--- src/rtl/psum_accum_quant.sv ---
// Accumulates per-position 16-bit partial sums over NUM_PASS passes, then quantises each lane to 8 bits
// (arithmetic shift, ReLU, saturate) and queues packed {qa, qb} words in a first-word-fall-through FIFO.
module psum_accum_quant #(
    parameter int NUM_PIX    = 4,
    parameter int NUM_PASS   = 4,
    parameter int ACC_W      = 24,
    parameter int SHIFT      = 8,
    parameter int FIFO_DEPTH = 8
) (
    input  logic                              clk,
    input  logic                              rst,
    input  logic                              start,
    input  logic                              in_valid,
    output logic                              in_ready,
    input  logic [15:0]                       outa,
    input  logic [15:0]                       outb,
    output logic [15:0]                       out_data,
    output logic                              out_valid,
    input  logic                              out_ready,
    output logic [$clog2(FIFO_DEPTH+1)-1:0]   fifo_count,
    output logic                              busy,
    output logic                              done,
    output logic                              err_flag
);

    localparam int PIX_W  = (NUM_PIX > 1) ? $clog2(NUM_PIX) : 1;
    localparam int PASS_W = (NUM_PASS > 1) ? $clog2(NUM_PASS) : 1;
    localparam int PTR_W  = $clog2(FIFO_DEPTH);
    localparam int CNT_W  = $clog2(FIFO_DEPTH + 1);

    typedef enum logic [1:0] {S_IDLE, S_ACCUM, S_DONE} state_t;

    state_t                   state_q, state_d;
    logic [PIX_W-1:0]         pix_idx_q, pix_idx_d;
    logic [PASS_W-1:0]        pass_idx_q, pass_idx_d;
    logic signed [ACC_W-1:0]  acc_a_q [NUM_PIX];
    logic signed [ACC_W-1:0]  acc_a_d [NUM_PIX];
    logic signed [ACC_W-1:0]  acc_b_q [NUM_PIX];
    logic signed [ACC_W-1:0]  acc_b_d [NUM_PIX];
    logic [15:0]              mem_q [FIFO_DEPTH];
    logic [15:0]              mem_d [FIFO_DEPTH];
    logic [PTR_W-1:0]         wr_ptr_q, wr_ptr_d;
    logic [PTR_W-1:0]         rd_ptr_q, rd_ptr_d;
    logic [CNT_W-1:0]         count_q, count_d;
    logic                     err_q, err_d;

    logic                     last_pix, last_pass, fifo_full, fifo_empty;
    logic                     accept, push, pop;
    logic signed [ACC_W-1:0]  sa, sb, sum_a, sum_b;

    // Shift first, then clamp: negative -> 0, anything above 8 bits -> 255.
    function automatic logic [7:0] quant(input logic signed [ACC_W-1:0] x);
        logic signed [ACC_W-1:0] t;
        t = x >>> SHIFT;
        if (t[ACC_W-1])
            return 8'd0;
        else if (|t[ACC_W-2:8])
            return 8'hFF;
        else
            return t[7:0];
    endfunction

    assign last_pix   = (pix_idx_q == PIX_W'(NUM_PIX - 1));
    assign last_pass  = (pass_idx_q == PASS_W'(NUM_PASS - 1));
    assign fifo_full  = (count_q == CNT_W'(FIFO_DEPTH));
    assign fifo_empty = (count_q == '0);

    assign in_ready   = (state_q == S_ACCUM) && !(last_pass && fifo_full);
    assign accept     = in_valid && in_ready;
    assign out_valid  = !fifo_empty;
    assign pop        = out_valid && out_ready;
    assign out_data   = out_valid ? mem_q[rd_ptr_q] : 16'd0;
    assign fifo_count = count_q;
    assign busy       = (state_q == S_ACCUM);
    assign done       = (state_q == S_DONE);
    assign err_flag   = err_q;

    assign sa    = {{(ACC_W-16){outa[15]}}, outa};
    assign sb    = {{(ACC_W-16){outb[15]}}, outb};
    // The first pass overwrites, so a restarted job never sees stale sums.
    assign sum_a = (pass_idx_q == '0) ? sa : acc_a_q[pix_idx_q] + sa;
    assign sum_b = (pass_idx_q == '0) ? sb : acc_b_q[pix_idx_q] + sb;

    always_comb begin
        state_d    = state_q;
        pix_idx_d  = pix_idx_q;
        pass_idx_d = pass_idx_q;
        acc_a_d    = acc_a_q;
        acc_b_d    = acc_b_q;
        err_d      = err_q;
        push       = 1'b0;
        case (state_q)
            S_IDLE: begin
                if (start) begin
                    state_d    = S_ACCUM;
                    pix_idx_d  = '0;
                    pass_idx_d = '0;
                    err_d      = 1'b0;
                end else if (in_valid) begin
                    err_d = 1'b1;
                end
            end
            S_ACCUM: begin
                if (start) begin
                    pix_idx_d  = '0;
                    pass_idx_d = '0;
                    err_d      = 1'b0;
                end else if (accept) begin
                    acc_a_d[pix_idx_q] = sum_a;
                    acc_b_d[pix_idx_q] = sum_b;
                    push = last_pass;
                    if (last_pix) begin
                        pix_idx_d = '0;
                        if (last_pass)
                            state_d = S_DONE;
                        else
                            pass_idx_d = pass_idx_q + PASS_W'(1);
                    end else begin
                        pix_idx_d = pix_idx_q + PIX_W'(1);
                    end
                end
            end
            S_DONE: begin
                if (in_valid)
                    err_d = 1'b1;
                if (fifo_empty)
                    state_d = S_IDLE;
            end
            default: state_d = S_IDLE;
        endcase
    end

    always_comb begin
        mem_d    = mem_q;
        wr_ptr_d = wr_ptr_q;
        rd_ptr_d = rd_ptr_q;
        count_d  = count_q;
        if (push) begin
            mem_d[wr_ptr_q] = {quant(sum_a), quant(sum_b)};
            wr_ptr_d        = wr_ptr_q + PTR_W'(1);
        end
        if (pop)
            rd_ptr_d = rd_ptr_q + PTR_W'(1);
        case ({push, pop})
            2'b10:   count_d = count_q + CNT_W'(1);
            2'b01:   count_d = count_q - CNT_W'(1);
            default: count_d = count_q;
        endcase
    end

    always_ff @(posedge clk or posedge rst) begin
        if (rst) begin
            state_q    <= S_IDLE;
            pix_idx_q  <= '0;
            pass_idx_q <= '0;
            wr_ptr_q   <= '0;
            rd_ptr_q   <= '0;
            count_q    <= '0;
            err_q      <= 1'b0;
            for (int i = 0; i < NUM_PIX; i++) begin
                acc_a_q[i] <= '0;
                acc_b_q[i] <= '0;
            end
            for (int i = 0; i < FIFO_DEPTH; i++)
                mem_q[i] <= '0;
        end else begin
            state_q    <= state_d;
            pix_idx_q  <= pix_idx_d;
            pass_idx_q <= pass_idx_d;
            wr_ptr_q   <= wr_ptr_d;
            rd_ptr_q   <= rd_ptr_d;
            count_q    <= count_d;
            err_q      <= err_d;
            acc_a_q    <= acc_a_d;
            acc_b_q    <= acc_b_d;
            mem_q      <= mem_d;
        end
    end

endmodule

--- config.mk ---
export PLATFORM = sky130hd
export DESIGN_NAME = psum_accum_quant
export DESIGN_NICKNAME = d
export VERILOG_FILES = /design/src/rtl/psum_accum_quant.sv
export SDC_FILE = /design/constraint.sdc
export NUM_CORES = 1
export LEC_CHECK = 0
export ABC_CLOCK_PERIOD_IN_PS = 13300
export CAP_MARGIN = 10
export CORE_MARGIN = 2
export CORE_UTILIZATION = 35
export CTS_BUF_LIST = sky130_fd_sc_hd__clkbuf_8
export DETAILED_ROUTE_END_ITERATION = 8
export DONT_BUFFER_PORTS = 1
export PLACE_DENSITY_LB_ADDON = 0.15
export SYNTH_ARGS = -nofsm -noshare
export SYNTH_HDL_FRONTEND = slang
export SYNTH_SLANG_ARGS = --single-unit
--- constraint.sdc ---
create_clock -name clk -period 13.3 [get_ports clk]
set_input_delay 0.665 -clock clk [delete_from_list [all_inputs] [get_ports clk]]
set_output_delay 0.665 -clock clk [all_outputs]
set_load 0.05 [all_outputs]
==> summary.md, run 1 <==
| Metric | Value |
|---|---|
| Max VDD drop | `0.0000852 V` |
| Initial Util | `0.353` |
| DRC | `0` |
| Cell with the most instances after synthesis | `dfrtp_1` |
| Worst reg2reg startpoint | `pix_idx_q[0]$_DFFE_PP0P_` |
| Clock Latency Late Sink | `0.67 ns` |
| Port bufs | `0` |
| Clk slew on worst S/H paths | `0.07 ns` |
| Sum of negative setup slack | `0 ns` |
| CTS Buffer Depth | `3` |
| Clock power frac | `0.224` |
| Share of power burned in combinational logic | `0.427` |
| Final setup viols | `0` |
| Final hold viol count | `0` |
| Crit path kind | `reg -> reg` |
| Slew HR | `0.258` |
| HP Class | `in -> async` |
| Die W | `231 um` |
| Top cells by count, synth | `dfrtp_1 (337), nand2_1 (315), o21ai_0 (216), mux4_2 (80), mux2_2 (79)` |
| Minimum clock period after layout | `5.72 ns` |
| Slew Limit Fails | `0` |
| Pwr Density | `211 mW/mm2` |
| Placed Cells | `approximately 2,300` |
| Die ar. | `0.0534 mm2` |
| Critical Path Fanout Max | `32` |
| Reg power frac | `0.349` |
| Final WL | `45,200 um` |
| Cell internal pwr | `2550 uW` |
| HPWL after DPL | `29,000 um` |
| Net Sw Frac | `0.392` |
| Worst-Margin Slew | `1.10 ns` |
| Post-route ant nets | `0` |
| Sequential area share after synthesis | `0.467` |
| Layout Cells excl Fill | `~2,400` |
| F_max | `175 MHz` |
| # Max-Cap Violations | `0` |
| Dominant synthesized flop cell | `dfrtp_1` |
| Clock skew | `approximately 0.019 ns` |
| Worst Setup SP | `pix_idx_q[0]$_DFFE_PP0P_` |
| Initial DRC Count | `607` |
| Clock root buffer | `clkbuf_8` |
| Area delta synth->final | `10.2%` |
| RSZ-0062 raised after global routing | `false` |
| Core area | `0.0512 mm2` |
| Height of the die | `around 230 um` |
| Share of post-route cells with drive strength above 1 | `0.186` |
| Largest net degree at the start of global routing | `133` |
| Status | `complete, no violations` |
| Fraction of registers with async set/reset | `1.00` |
| Hold Buf Count CTS | `0` |
| Row count | `83` |
| CTS Buf Count | `60` |
| CTS tree | `done` |
| Yosys cell types | `74` |
| Final Cycle Share | `0.430` |
| GR Overflow Total | `0` |
| GRT Overall Usage | `0.174` |
| Critical path data arrival time | `~6.3 ns` |
| Vias per cell | `5.26` |
| # Post-CTS Setup Buffers | `0` |
| Resized cells post-CTS | `0` |
| Area leader, netlist | `dfrtp_1` |
| Final nets | `1,761` |
| Clk sinks | `337` |
| Yosys warns | `0` |
| First-pass GRT wire length | `73,900 um` |
| Post-synth top area share | `0.467` |
| Worst flop-to-flop path endpoint | `mem_q[64]$_DFFE_PP0P_` |
| Synth Register Bits | `about 340` |
| Worst EP required | `about 14 ns` |
| Diode count | `0` |
| CP startpoint kind | `flop` |
| Top Ports | `62` |
| GPL Wtd Cong | `0.812` |
| Synthesized area | `0.0181 mm2` |
| Syn Nets | `1,770` |
| Static Leak | `0.00878 uW` |
| EDFF count, synth | `0` |
| Drt pass-1 iters | `5` |
| P_sw | `1640 uW` |
| R2R cell count | `11` |
| Vias in the first global route | `13,200` |
| R2R Setup Slk | `7.58 ns` |
| Synthesized instance count | `1,669` |
| Routed WL per cell | `19.0 um` |
| Worst setup EP type | `flop` |
| Htree depth | `2` |
| Via Count | `12,500` |
| Antenna violations before repair | `0` |
| Post-Syn Area per Cell | `10.8 um2` |
| Largest cells by area after synthesis | `dfrtp_1 (47%), mux4_2 (10%), nand2_1 (6.5%)` |
-- layout make-up --
class / instances / area (um2)
well taps: 680 / 851
inverters: 27 / 109
multi-input cells: 1218 / 9220
clock buffers: 74 / 1020
clock inverters: 28 / 130
fillers: 5009 / 31300
repair buffers: 16 / 120
flip-flops and latches: 337 / 8440
-- cell families (layout without fill, tap and decap cells) --
logic type / after synthesis / after routing / synth area share
and+or+nand+nor: 485 / 485 / 0.125
xor gates and xnor gates: 41 / 41 / 0.0209
AOI/OAI and AO/OA: 442 / 442 / 0.153
muxes: 186 / 186 / 0.164
DFF: 337 / 337 / 0.467
buffers and inverters: 114 / 145 / 0.0247
adders and majority gates: 64 / 64 / 0.0456
-- power groups by stage --
stage | logic (uW) | registers [uW] | clock network, uW
3_5_place_dp | 1800 | 1480 | 0
5_1_grt | 2010 | 1500 | 1020
3_3_place_gp | 1780 | 1480 | 0
4_1_cts | 1810 | 1470 | 975
2_1_floorplan | 1460 | 1420 | 0
6_report | 1790 | 1460 | 939
-- registers in the layout, indices dropped and copies added (netlist names) --
register,cells
err_flag,1
acc_b_q,96
state_q,2
acc_a_q,96
pass_idx_q,2
mem_q,128
pix_idx_q,2
rd_ptr_q,3
wr_ptr_q,3
fifo_count,4
-- worst max path at each step --
stage                                   endpoint  slack [ns]  depth (start not counted)
after floorplan           acc_a_q[0]$_DFFE_PP0P_        3.30                          1
after global placement     mem_q[68]$_DFFE_PP0P_        7.80                         11
after detailed placement   mem_q[64]$_DFFE_PP0P_        7.68                         11
after CTS                  mem_q[64]$_DFFE_PP0P_        7.62                         11
after global routing       mem_q[70]$_DFFE_PP0P_        7.21                         11
final                      mem_q[64]$_DFFE_PP0P_        7.58                         11
-- layer usage --
layer,global-route usage,vias up,part of all wire
met3,0.0335,79,0.039
li1,-,5995,-
met2,0.291,201,0.48
met1,0.230,6254,0.46
met4,0.0496,0,0.021
met5,0,-,0
-- placed cells by master, fill, tap and decap left out, types with 18 or more instances in the layout --
master / netlist / final
mux2i_1: 27 / 27
nand2_1: 315 / 311
nor2_1: 61 / 61
o21a_1: 18 / 18
ha_1: 61 / 60
o21ai_0: 216 / 216
o21ai_1: 62 / 62
inv_1: 26 / 45
mux2_2: 79 / 79
xnor2_1: 25 / 25
clkbuf_8: 0 / 74
dfrtp_1: 337 / 334
mux4_2: 80 / 80
a21oi_1: 52 / 52
-- metrics by stage --
step	worst slack, ns	instance area (um2)	hold slack (ns)	utilization	total power (uW)
after global routing	7.21	19900	0.0778	0.389	4520
after global placement	7.80	18700	0.456	0.366	3260
after floorplan	3.30	18100	0.445	-	2880
final	7.58	19900	0.0213	0.389	4190
after CTS	7.62	19900	0.0398	0.389	4250
after detailed placement	7.68	18700	0.465	0.366	3280
-- critical path, cell delays in order, from the launching register on --
cell and delay, ns:
dfrtp_4 0.77, buf_4 0.69, mux4_2 0.59, ha_1 0.44
nand4_1 0.21, or3_1 0.44, nor4_1 0.48, a21oi_1 0.20
mux2i_1 0.17, xnor2_1 0.79, nand2_1 0.52, o21ai_1 0.28
No activity file was read; power rests on OpenSTA's default activity.
==> run 2, diff against run 1 <==
--- a/config.mk
+++ b/config.mk
@@ -5,7 +5,7 @@
 export SDC_FILE = /design/constraint.sdc
 export NUM_CORES = 1
 export LEC_CHECK = 0
-export ABC_CLOCK_PERIOD_IN_PS = 13300
+export ABC_CLOCK_PERIOD_IN_PS = 4900
 export CAP_MARGIN = 10
 export CORE_MARGIN = 2
 export CORE_UTILIZATION = 35
==> constraint.sdc (replaced) <==
create_clock -name clk -period 4.9 [get_ports clk]
set_input_delay 0.245 -clock clk [delete_from_list [all_inputs] [get_ports clk]]
set_output_delay 0.245 -clock clk [all_outputs]
set_load 0.05 [all_outputs]
==> summary.md, run 2 (synthesized netlist as in run 1, its figures left out) <==
| Metric | Value |
|---|---|
| Status | `complete, no violations` |
| Critical path data arrival time | `5.13 ns (-1.16 ns)` |
| CTS tree | `done` |
| Top Ports | `62 (unchanged)` |
| First-pass GRT wire length | `78,600 um (+6.4%)` |
| Share of power burned in combinational logic | `0.403 (-0.024)` |
| Slew HR | `0.311 (+0.0526)` |
| Layout Cells excl Fill | `2,458 (+3.3%)` |
| R2R Setup Slk | `0.32 ns (-7.26 ns)` |
| Final hold viol count | `0 (unchanged)` |
| GR Overflow Total | `0 (unchanged)` |
| HP Class | `in -> reg` |
| Worst setup EP type | `flop` |
| Multi-input logic area | `0.00924 mm2 (+0.20%)` |
| # Max-Cap Violations | `0 (unchanged)` |
| Placed Cells | `2,302 (+1.1%)` |
| Commonest non-fill, non-tap cells in the layout | `dfrtp_1 (334), nand2_1 (311), o21ai_0 (216)` |
| Cell internal pwr | `7660 uW (+200%)` |
| Worst EP required | `5.45 ns (-8.43 ns)` |
| DRC | `0 (unchanged)` |
| Largest reg by FF count | `mem_q` |
| Height of the die | `231 um (unchanged)` |
| Antenna violations before repair | `0 (unchanged)` |
| F_max | `218 MHz (+25%)` |
| RSZ-0062 raised after global routing | `false` |
| Clock skew | `0.0392 ns (+0.0202 ns)` |
| Worst Min Path Start | `outa[13]` |
| Die ar. | `0.0534 mm2 (unchanged)` |
| Util after Layout | `0.409 (+0.0204)` |
| Clock power frac | `0.264 (+0.040)` |
| Most common cell after layout, fill and taps aside | `dfrtp_1` |
| Final nets | `1,829 (+3.9%)` |
| Core area | `0.0512 mm2 (unchanged)` |
| CTS Buf Count | `59 (-1.7%)` |
| Crit path kind | `reg -> reg` |
| Drt pass-1 iters | `5 (unchanged)` |
| Final Cycle Share | `0.934 (+0.504)` |
| CP startpoint kind | `flop` |
| Clk sinks | `337 (unchanged)` |
| Diode count | `0 (unchanged)` |
| Clk slew on worst S/H paths | `0.07 ns (about the same)` |
| GPL Wtd Cong | `0.816 (+0.57%)` |
| Static Leak | `0.00926 uW (+5.5%)` |
| Vias per cell | `5.23 (-0.62%)` |
| Area delta synth->final | `16.0%` |
| Initial DRC Count | `639 (+5.3%)` |
| HPWL after DPL | `31,000 um (+7.1%)` |
| Clock root buffer | `clkbuf_8` |
| Net Sw Frac | `0.376 (-0.0152)` |
| Critical Path Fanout Max | `17 (-47%)` |
| Filler cells | `4,920 (-1.8%)` |
| CTS Buffer Depth | `3 (unchanged)` |
| Vias in the first global route | `13,500 (+2.4%)` |
| Share of post-route cells with drive strength above 1 | `0.209 (+0.0222)` |
| Reg power frac | `0.333 (-0.016)` |
| Post-route ant nets | `0 (unchanged)` |
| P_sw | `4620 uW (+180%)` |
| Htree depth | `2 (unchanged)` |
| Top Registers | `mem_q (128), acc_a_q (96), acc_b_q (96)` |
| Final WL | `48,200 um (+6.7%)` |
| Minimum clock period after layout | `4.58 ns (-1.14 ns)` |
| Worst reg2reg startpoint | `pix_idx_q[0]$_DFFE_PP0P_` |
| Slew Limit Fails | `0 (unchanged)` |
| Via Count | `12,900 (+2.6%)` |
| Register area | `0.00844 mm2 (unchanged)` |
| GRT Overall Usage | `0.187 (+0.0127)` |
| Clock Latency Late Sink | `0.68 ns (about the same)` |
| Worst Setup SP | `pix_idx_q[0]$_DFFE_PP0P_` |
| Number of flip-flops in the largest register | `128 (unchanged)` |
| Die W | `231 um (unchanged)` |
| Row count | `83 (unchanged)` |
| Worst-Margin Slew | `1.03 ns (-0.0672 ns)` |
| Initial Util | `0.353 (unchanged)` |
| Pwr Density | `587 mW/mm2 (+180%)` |
| Port bufs | `0 (unchanged)` |
| Routed WL per cell | `19.6 um (+3.3%)` |
| Largest net degree at the start of global routing | `166 (+25%)` |
| Final setup viols | `0 (unchanged)` |
| Max VDD drop | `0.000232 V (+170%)` |
-- run 2: cell count changes in the layout (fill, tap and decap cells not counted), moves of 7 or more --
cell / before / now
bufinv_16: 0 / 11
buf_12: 0 / 7
dlygate4sd3_1: 0 / 35
buf_4: 16 / 42
inv_1: 45 / 35
clkinv_2: 6 / 13
-- run 2: final cells by class --
cell class | count | area share
Clock inverter | 37 | 0.0224
Inverter | 27 | 0.00502
Sequential cell | 337 | 0.403
Timing Repair Buffer | 85 | 0.0387
Tap cell | 680 | 0.0406
Clock buffer | 74 | 0.0486
Multi-Input combinational cell | 1218 | 0.441
-- run 2: power groups by stage --
| stage | logic (uW) | clock network [uW] | registers (uW) |
|---|---|---|---|
| floorplan | 3960 | 0 | 3870 |
| global placement | 4860 | 0 | 4130 |
| detailed placement | 4910 | 0 | 4140 |
| CTS | 4970 | 3340 | 4100 |
| global route | 5560 | 3470 | 4200 |
| finish | 4960 | 3240 | 4090 |
-- run 2: final timing paths --
kind,endpoint,cells past startpoint
worst max register to register,mem_q[24]$_DFFE_PP0P_,12
worst min register to register,acc_a_q[4]$_DFFE_PP0P_,2
min in group asynchronous,fifo_count[1]$_DFFE_PP0P_,2
max in group asynchronous,acc_b_q[57]$_DFFE_PP0P_,3
worst max-delay path,mem_q[24]$_DFFE_PP0P_,12
worst min-delay path,acc_a_q[37]$_DFFE_PP0P_,2
-- run 2: metrics by stage --
stage,setup TNS [ns],instance area [um2],power (uW),hold WS [ns],setup slack [ns]
4_1_cts,0,20800,12400,0.0220,0.0834
3_3_place_gp,0,19000,8990,0.287,0.0162
2_1_floorplan,0,18100,7830,0.423,0.150
6_report,0,20900,12300,0.0913,0.322
3_5_place_dp,-1.08,19000,9060,0.290,-0.0875
5_1_grt,0,20900,13200,0.116,0.0572
-- run 2: repair_timing --
action / 4_1_cts / 5_1_grt
cloned: 0 / 0
buffers inserted: 0 / 9
pin swaps: 0 / 9
resized for setup: 1 / 1
endpoints found under the hold margin: 154 / 4
hold buffers: 34 / 1
setup endpoints to repair: 40 / 72
-- run 2: layer usage --
metal,GRT usage,share of wire,vias to the layer above
met5,0,0,-
met4,0.0472,0.021,0
met3,0.0356,0.037,74
met2,0.312,0.48,214
met1,0.250,0.46,6424
li1,-,-,6148
-- run 2: worst max-delay path: stages, from the launching register on --
cell and delay [ns]:
dfrtp_4 0.66, buf_12 0.24, mux4_2 0.52, ha_1 0.36, a21oi_1 0.25, o211ai_2 0.21
a21oi_2 0.24, o221ai_2 0.18, or4b_4 0.56, a41oi_4 0.27, xor2_4 0.47, a41oi_4 0.13
mux2_2 0.32
